File: config.mk
export PLATFORM = sky130hd
export DESIGN_NAME = uart_tx_frame_flat
export DESIGN_NICKNAME = d
export VERILOG_FILES = /design/src/rtl/uart_pkg.sv /design/src/rtl/uart_tx_frame_if.sv /design/src/rtl/uart_baud_tick.sv /design/src/rtl/uart_tx_frame.sv /design/src/flat_wrapper.sv
export SDC_FILE = /design/constraint.sdc
export NUM_CORES = 1
export LEC_CHECK = 0
export BUFFER_PORTS_ARGS = -buffer_cell sky130_fd_sc_hd__buf_4
export CAP_MARGIN = 40
export CORE_MARGIN = 3
export CORE_UTILIZATION = 44
export CTS_CLUSTER_SIZE = 25
export DETAILED_ROUTE_END_ITERATION = 10
export MAX_ROUTING_LAYER = met4
export PLACE_DENSITY = 0.67
export SYNTH_ARGS = -nofsm -noshare
export SYNTH_HDL_FRONTEND = slang
export SYNTH_HIERARCHICAL = 1
export SYNTH_SLANG_ARGS = --single-unit
File: constraint.sdc
create_clock -name clk -period 4.8 [get_ports clk]
set_input_delay 0.48 -clock clk [delete_from_list [all_inputs] [get_ports clk]]
set_output_delay 0.48 -clock clk [all_outputs]
set_load 0.01 [all_outputs]
File: src/rtl/uart_pkg.sv
// ---------------------------------------------------------------------------
// uart_pkg
// Shared definitions for the UART transmit path: the FSM state encoding and
// the line-level constants.
//   uart_tx_state_t : IDLE, START, DATA, PARITY, STOP
//   UART_DATA_BITS  : payload width (8)
//   UART_IDLE_LEVEL : level of an idle line / stop bit (1)
//   UART_START_LEVEL: level of the start bit (0)
// ---------------------------------------------------------------------------
package uart_pkg;

    localparam int   UART_DATA_BITS   = 8;
    localparam logic UART_IDLE_LEVEL  = 1'b1;
    localparam logic UART_START_LEVEL = 1'b0;

    typedef enum logic [2:0] {
        IDLE   = 3'd0,
        START  = 3'd1,
        DATA   = 3'd2,
        PARITY = 3'd3,
        STOP   = 3'd4
    } uart_tx_state_t;

endpackage

File: src/rtl/uart_tx_frame_if.sv
// ---------------------------------------------------------------------------
// uart_tx_frame_if
// Groups the button/payload inputs and the serial-line/status outputs of the
// frame transmitter.
//   transmit : debounced button level (synchronous to clk)
//   data     : payload word, sampled at frame start
//   txd      : serial line, idle high
//   busy     : frame in progress
//   done     : one-cycle pulse at the end of the stop bit
// Modports: master = stimulus side (drives transmit/data),
//           slave  = transmitter (drives txd/busy/done).
// ---------------------------------------------------------------------------
interface uart_tx_frame_if;
    import uart_pkg::*;

    logic                      transmit;
    logic [UART_DATA_BITS-1:0] data;
    logic                      txd;
    logic                      busy;
    logic                      done;

    modport master (
        output transmit,
        output data,
        input  txd,
        input  busy,
        input  done
    );

    modport slave (
        input  transmit,
        input  data,
        output txd,
        output busy,
        output done
    );

endinterface

File: src/rtl/uart_baud_tick.sv
// ---------------------------------------------------------------------------
// uart_baud_tick
// Bit-period counter. Counts 0..CLKS_PER_BIT-1 and wraps; tick is high during
// the last count of each bit period.
//   clk   : system clock
//   rst_n : asynchronous active-low reset
//   clear : synchronous clear, holds the counter at 0 while high
//   tick  : high on the last count of a bit period (never while clear)
// ---------------------------------------------------------------------------
module uart_baud_tick #(
    parameter int CLKS_PER_BIT = 10417
) (
    input  logic clk,
    input  logic rst_n,
    input  logic clear,
    output logic tick
);

    localparam int CNT_W = (CLKS_PER_BIT > 1) ? $clog2(CLKS_PER_BIT) : 1;
    localparam logic [CNT_W-1:0] CNT_LAST = CNT_W'(CLKS_PER_BIT - 1);

    logic [CNT_W-1:0] cnt_reg;
    logic [CNT_W-1:0] cnt_next;

    always_comb begin
        cnt_next = cnt_reg;
        if (clear || (cnt_reg == CNT_LAST)) begin
            cnt_next = '0;
        end else begin
            cnt_next = cnt_reg + 1'b1;
        end
    end

    always_ff @(posedge clk or negedge rst_n) begin
        if (!rst_n) begin
            cnt_reg <= '0;
        end else begin
            cnt_reg <= cnt_next;
        end
    end

    assign tick = !clear && (cnt_reg == CNT_LAST);

endmodule

File: src/rtl/uart_tx_frame.sv
// ---------------------------------------------------------------------------
// uart_tx_frame
// Sends one UART frame (start, 8 data bits LSB first, [parity], stop) per
// rising edge of the debounced transmit level. The payload is latched at the
// frame start; triggers outside IDLE are ignored.
//   clk   : system clock
//   rst_n : asynchronous active-low reset
//   bus   : uart_tx_frame_if.slave (transmit, data in; txd, busy, done out)
// Build option: define UART_TX_PARITY_EN for 8E1 frames (even parity bit
// between the data bits and the stop bit); default build is 8N1.
// ---------------------------------------------------------------------------
module uart_tx_frame
    import uart_pkg::*;
#(
    parameter int CLKS_PER_BIT = 10417,
    parameter int DATA_BITS    = UART_DATA_BITS
) (
    input  logic             clk,
    input  logic             rst_n,
    uart_tx_frame_if.slave   bus
);

    localparam logic [2:0] IDX_LAST = 3'(DATA_BITS - 1);

    uart_tx_state_t       state_reg, state_next;
    logic [DATA_BITS-1:0] shift_reg, shift_next;
    logic [2:0]           idx_reg,   idx_next;
    logic                 txd_reg,   txd_next;
    logic                 busy_reg,  busy_next;
    logic                 done_reg,  done_next;
    logic                 trans_q_reg;
`ifdef UART_TX_PARITY_EN
    logic                 parity_reg, parity_next;
`endif

    logic tick;
    logic trigger;

    // Counter is parked at 0 while idle so the start bit gets a full period.
    uart_baud_tick #(
        .CLKS_PER_BIT (CLKS_PER_BIT)
    ) u_baud_tick (
        .clk   (clk),
        .rst_n (rst_n),
        .clear (state_reg == IDLE),
        .tick  (tick)
    );

    assign trigger = bus.transmit & ~trans_q_reg;

    always_comb begin
        state_next = state_reg;
        shift_next = shift_reg;
        idx_next   = idx_reg;
        txd_next   = txd_reg;
        busy_next  = busy_reg;
        done_next  = 1'b0;
`ifdef UART_TX_PARITY_EN
        parity_next = parity_reg;
`endif
        case (state_reg)
            IDLE: begin
                if (trigger) begin
                    shift_next = bus.data;
                    idx_next   = '0;
                    txd_next   = UART_START_LEVEL;
                    busy_next  = 1'b1;
                    state_next = START;
`ifdef UART_TX_PARITY_EN
                    parity_next = ^bus.data;
`endif
                end
            end
            START: begin
                if (tick) begin
                    txd_next   = shift_reg[0];
                    shift_next = {1'b0, shift_reg[DATA_BITS-1:1]};
                    idx_next   = '0;
                    state_next = DATA;
                end
            end
            DATA: begin
                if (tick) begin
                    if (idx_reg == IDX_LAST) begin
`ifdef UART_TX_PARITY_EN
                        txd_next   = parity_reg;
                        state_next = PARITY;
`else
                        txd_next   = UART_IDLE_LEVEL;
                        state_next = STOP;
`endif
                    end else begin
                        txd_next   = shift_reg[0];
                        shift_next = {1'b0, shift_reg[DATA_BITS-1:1]};
                        idx_next   = idx_reg + 1'b1;
                    end
                end
            end
`ifdef UART_TX_PARITY_EN
            PARITY: begin
                if (tick) begin
                    txd_next   = UART_IDLE_LEVEL;
                    state_next = STOP;
                end
            end
`endif
            STOP: begin
                // A trigger on this cycle is dropped: it is only looked at in IDLE.
                if (tick) begin
                    done_next  = 1'b1;
                    busy_next  = 1'b0;
                    state_next = IDLE;
                end
            end
            default: begin
                txd_next   = UART_IDLE_LEVEL;
                busy_next  = 1'b0;
                state_next = IDLE;
            end
        endcase
    end

    // trans_q resets high so a button held through reset cannot fire a frame.
    always_ff @(posedge clk or negedge rst_n) begin
        if (!rst_n) begin
            state_reg   <= IDLE;
            shift_reg   <= '0;
            idx_reg     <= '0;
            txd_reg     <= UART_IDLE_LEVEL;
            busy_reg    <= 1'b0;
            done_reg    <= 1'b0;
            trans_q_reg <= 1'b1;
`ifdef UART_TX_PARITY_EN
            parity_reg  <= 1'b0;
`endif
        end else begin
            state_reg   <= state_next;
            shift_reg   <= shift_next;
            idx_reg     <= idx_next;
            txd_reg     <= txd_next;
            busy_reg    <= busy_next;
            done_reg    <= done_next;
            trans_q_reg <= bus.transmit;
`ifdef UART_TX_PARITY_EN
            parity_reg  <= parity_next;
`endif
        end
    end

    assign bus.txd  = txd_reg;
    assign bus.busy = busy_reg;
    assign bus.done = done_reg;

endmodule

File: src/flat_wrapper.sv
// flat-port wrapper written by rule: the top's interface ports become plain ports
module uart_tx_frame_flat import uart_pkg::*;
#(
    parameter int CLKS_PER_BIT = 10417,
    parameter int DATA_BITS    = UART_DATA_BITS
)
  (clk, rst_n, bus_transmit, bus_data, bus_txd, bus_busy, bus_done);
  uart_tx_frame_if bus_i ();
  input  logic clk;
  input  logic rst_n;
  input wire logic [$bits(bus_i.transmit)-1:0] bus_transmit;
  input wire logic [$bits(bus_i.data)-1:0] bus_data;
  output wire logic [$bits(bus_i.txd)-1:0] bus_txd;
  output wire logic [$bits(bus_i.busy)-1:0] bus_busy;
  output wire logic [$bits(bus_i.done)-1:0] bus_done;
  assign bus_i.transmit = bus_transmit;
  assign bus_i.data = bus_data;
  assign bus_txd = bus_i.txd;
  assign bus_busy = bus_i.busy;
  assign bus_done = bus_i.done;
  uart_tx_frame #(.CLKS_PER_BIT(CLKS_PER_BIT), .DATA_BITS(DATA_BITS)) u_core (.clk(clk), .rst_n(rst_n), .bus(bus_i));
endmodule
After elaboration in Yosys (flattened, before gate mapping)
Index checks and enable logic that the tools add are counted.

storage, ports and cells
  bits in registers = 32
  bits in latches = 0
  bits in writable memories = 0
  bits in read-only memories = 0
  input bits = 11
  output and inout port bits = 3
  logic and storage cells = 61
  memories = 0

cells by class
  add/subtract/negate cells = 2
  multipliers = 0
  divide/modulo/power cells = 0
  order comparisons = 0
  equality and inequality tests = 11
  shifts and indexed selects = 0
  multiplexer cells = 26
  bitwise operators = 4
  reduce and logical (&&, ||, !) cells = 10

operators by type and width
  operator                                                          count
  8-bit 2-to-1 mux                                                  4
  3-bit 2-to-1 mux                                                  8
  8-bit one-hot mux with 3 select lines                             1
  14-bit by 1-bit adder with 14-bit output (second input constant)  1
  14-bit == test (second input constant)                            1
  14-bit 2-to-1 mux                                                 1
  3-bit one-hot mux with 4 select lines                             1
  2-bit by 1-bit != test with 1-bit output (second input constant)  5
  5-bit AND reduction                                               2
  3-bit one-hot mux with 3 select lines                             1
  1-bit 2-to-1 mux                                                  8
  3-bit == test (second input constant)                             2
  1-bit one-hot mux with 4 select lines                             1
  4-bit AND reduction                                               1
  3-bit by 1-bit adder with 3-bit output (second input constant)    1
  3-bit by 1-bit == test with 1-bit output (second input constant)  1
  3-bit by 2-bit == test with 1-bit output (second input constant)  1
  3-bit zero test                                                   1
  1-bit NOT                                                         3
  1-bit one-hot mux with 3 select lines                             1
  3-bit AND reduction                                               1
  3-bit nonzero test                                                1
  2-bit != test (second input constant)                             1
  2-bit OR reduction                                                1
  4 further kinds                                                   4

Logic depth before layout (Yosys ltp)
  depth in word-level cells = 5
  depth in mapped cells = 10
  depth with buffers taken out = 9

Hierarchy
Netlist, hierarchy kept.

by module, submodules not included
  module          instances  cells an instance  area each (um^2)  seq. area each (um^2)
  uart_tx_frame   1          92                 973.4             452.9
  uart_baud_tick  1          74                 733.2             350.3

Least setup slack after synthesis
Ideal clock, no wire load.

  kind = reg2reg
  start point = register u_core.u_baud_tick.cnt_reg[0]
  end point = register u_core.idx_reg[0]
  setup time = 127 ps
  arrival time = 2030 ps
  data required time = 4673 ps
  slack = 2644 ps
  stages on the path, launching flop included = 10
  path buffers = 1
  clock period less this slack = 2156 ps
  path through = dfrtp_1 inv_1 ha_1 nor4bb_1 nand4_1 nor2_1 a21oi_1 a221oi_4 buf_4 mux2i_1

between the ends
  word-level cells in the longest chain between the ends = 4
  elaborated cells on any way between the ends = 5
  classes of those cells = eq/ne (3); reduce/logical (2)

ends and longest elaborated chain
  item                                                line                  RTL
  start, declared                                     uart_baud_tick.sv:22  logic [CNT_W-1:0] cnt_reg;
  start signal, assigned                              uart_baud_tick.sv:38  cnt_reg <= cnt_next;
  14-bit == test (*)                                  uart_baud_tick.sv:42  assign tick = !clear && (cnt_reg == CNT_LAST);
  1-bit logical AND (*)                               uart_baud_tick.sv:42
  net u_core.tick                                     uart_tx_frame.sv:36   logic tick;
  2-bit by 1-bit != test with 1-bit output (no line)  --
  5-bit AND reduction (no line) (*)                   --
  end signal, assigned                                uart_tx_frame.sv:139  idx_reg <= idx_next;
  end, declared                                       uart_tx_frame.sv:27   logic [2:0] idx_reg, idx_next;

The timed path passes the listed nets; every way through them passes the cells marked *.
A chain may end at the register's enable or synchronous reset.

Final worst setup path
  start point = register u_core.u_baud_tick.cnt_reg[0]
  end point = register u_core.idx_reg[2]

The elaborated chain is that of the path after synthesis.

==> out/metrics.yaml <==
status: "completed"
synthMostInstantiatedCell: "dfrtp_1"
finalSetupTns_ns: 0
p_per_area_nw_per_um2: 386
clk_latency_ns: 0.28
grt_pass1_wl_um: 4890
max_slew_margin_pct: 37.1
r2r_start: "u_core/u_baud_tick/cnt_reg[0]"
hpwl_um: 1980
diodes: 0
routed_wl_um: 2870
hold_viol: 0
clk_pin_slew_worst_paths_ns: 0.06
ir_worst_vdd_mv: 0.209
synth_common_cells: "30 x dfrtp_1, 23 x nor2_1, 10 x inv_1, 8 x a21oi_1, 8 x mux2i_1"
num-nets-final: 194
grt_usage_pct: 14.5
antenna_found_initial: 0
synth_edf_count: 0
syn_to_final_growth_pct: 11.1
io_pins: 14
synth-seq-area-share_pct: 47.1
critPathMaxStageDelay_ns: 0.85
port_buffers: 13
htree_levels: 2
synth_top_area_cell: "dfrtp_1"
drive_gt1_share_pct: 18.9
dr.pass1.iters: 4
overflow: 0
fin_skew_ns: 0.00170
die_h_um: 68.3
ys_ff_latch: 32
drc: 0
numCtsBuffers: 5
largest_reg_flops: 14
required_ns: 4.91
path_class: "reg -> reg"
synth_warnings: 6
cts_sinks: 32
hold_buffers: 0
antenna_left: 0
grt_max_degree: 33
routed_via_density: 5.19
hold_path.class: "in -> async"
maxSlewViolCount: 0
tritoncts: "done"
core.rowCount: 22
arrival_ns: 2.95
first_global_vias: 1141
cp-end-kind: "flip-flop"
yosysTopAreaCellShare_pct: 44.0
cts_resized: 0
rr_worst_depth: 8
p_leak_nw: 0.858
hold_slack_ns: 0.128
cp_slowest_cell: "a221oi_4"
syn-mean-instance-area_um2: 10.3
first_iter_violations: 35
cts_setup_buffers: 0
syn_inst: 166
drv_cap: 0
crit_fanout: 22
ys_types: 41
r2r_slack_ns: 1.97
die_area_um2: 4660
regToRegEndpoint: "u_core/idx_reg[2]"
wl_per_cell_um: 12.6
rsz0062_at_grt: "false"
synthesis.nets: 181
synth_top_flop_cell: "dfrtp_1"
path_cells: "inv_1 > ha_1 > nor4bb_1 > nand4_1 > nor2_1 > a21oi_1 > a221oi_4 > o21ai_0"
gp_congestion: 0.831
worst-path-buf-inv: 1
vias: 1184
setup_viol: 0
period_minus_slack_ns: 2.83
cts_max_path_buffers: 2
critPathTopFamily: "compound AO/OA/AOI/OAI gates"
synth_area_leaders: "dfrtp_1 44%, nor2_1 5.1%, mux2i_1 4.7%"
cp-start-kind: "flip-flop"
root_buffer: "clkbuf_8"
die_w_um: 68.3
async_reset_ff_share_pct: 100
initial_core_util_pct: 46.3
netlist_area_um2: 1710
max_freq_mhz: 353
max_slew.worst_pin.slew_ns: 0.944
fin_crit_sh_pct: 59.0
coreArea_um2: 3690
-- where the power goes --
part / switching (W) / internal [W]
Sequential: 0.0000514 / 0.000326
Clock: 0.0000886 / 0.000103
Combinational: 0.0000847 / 0.0000791
Total: 0.000225 / 0.000508
-- metrics by stage --
step	area (um^2)	utilization [%]	cells	total power, W	setup slack, ns
after CTS	1900	51.4	228	0.000745	1.98
after global placement	1820	49.2	220	0.000538	2.21
after detailed placement	1820	49.2	220	0.000549	1.99
final	1900	51.4	228	0.000732	1.97
after global routing	1900	51.4	228	0.000786	1.71
after floorplan	1710	-	166	0.000504	2.64
-- per-layer routing --
metal / track usage [%] / wire length [um]
met5: - / 0
met4: 8.44 / 61
met3: 3.61 / 111
met2: 22.4 / 1340
met1: 17.1 / 1360
-- cells in the final DEF (no fill, tap or decap), types with 4 or more instances in the layout --
master | netlist | final
a21oi_1 | 8 | 8
inv_1 | 10 | 10
o21ai_0 | 4 | 4
nand3b_1 | 4 | 4
mux2i_1 | 8 | 8
nor3_1 | 4 | 4
ha_1 | 4 | 4
nor2_1 | 23 | 23
clkbuf_8 | 0 | 5
xor2_1 | 4 | 4
nand3_1 | 7 | 7
buf_4 | 2 | 13
dfrtp_1 | 30 | 30
nand4_1 | 4 | 4
a21oi_2 | 7 | 7
xnor2_1 | 7 | 7
-- how the worst max path moves through the flow --
stage	startpoint	end	slack, ns	cells past startpoint
after floorplan	u_core/u_baud_tick/cnt_reg[0]	u_core/idx_reg[0]	2.64	9
after global placement	u_core/u_baud_tick/cnt_reg[0]	u_core/idx_reg[0]	2.21	8
after detailed placement	u_core/u_baud_tick/cnt_reg[0]	u_core/idx_reg[2]	1.99	8
after CTS	u_core/u_baud_tick/cnt_reg[0]	u_core/idx_reg[2]	1.98	8
after global routing	u_core/u_baud_tick/cnt_reg[0]	u_core/idx_reg[2]	1.71	8
final	u_core/u_baud_tick/cnt_reg[0]	u_core/idx_reg[2]	1.97	8
-- final cells by class --
type	count	area, um^2
timing repair buffer	13	97.6
sequential	32	803
tap	48	60.1
clock buffer	8	80.1
multi-input combinational	117	817
fill	342	1790
inverter	10	37.5
-- kinds of logic after synthesis --
family	count (synthesis)	share of synthesized area, %
DFF	32	47.1
adders and majority gates	4	2.93
muxes	9	5.35
AOI/OAI and AO/OA	26	11.1
buffers and inverters	17	5.06
xor gates and xnor gates	11	5.65
and+or+nand+nor	67	22.9
Power figures use the tool's default switching activity.
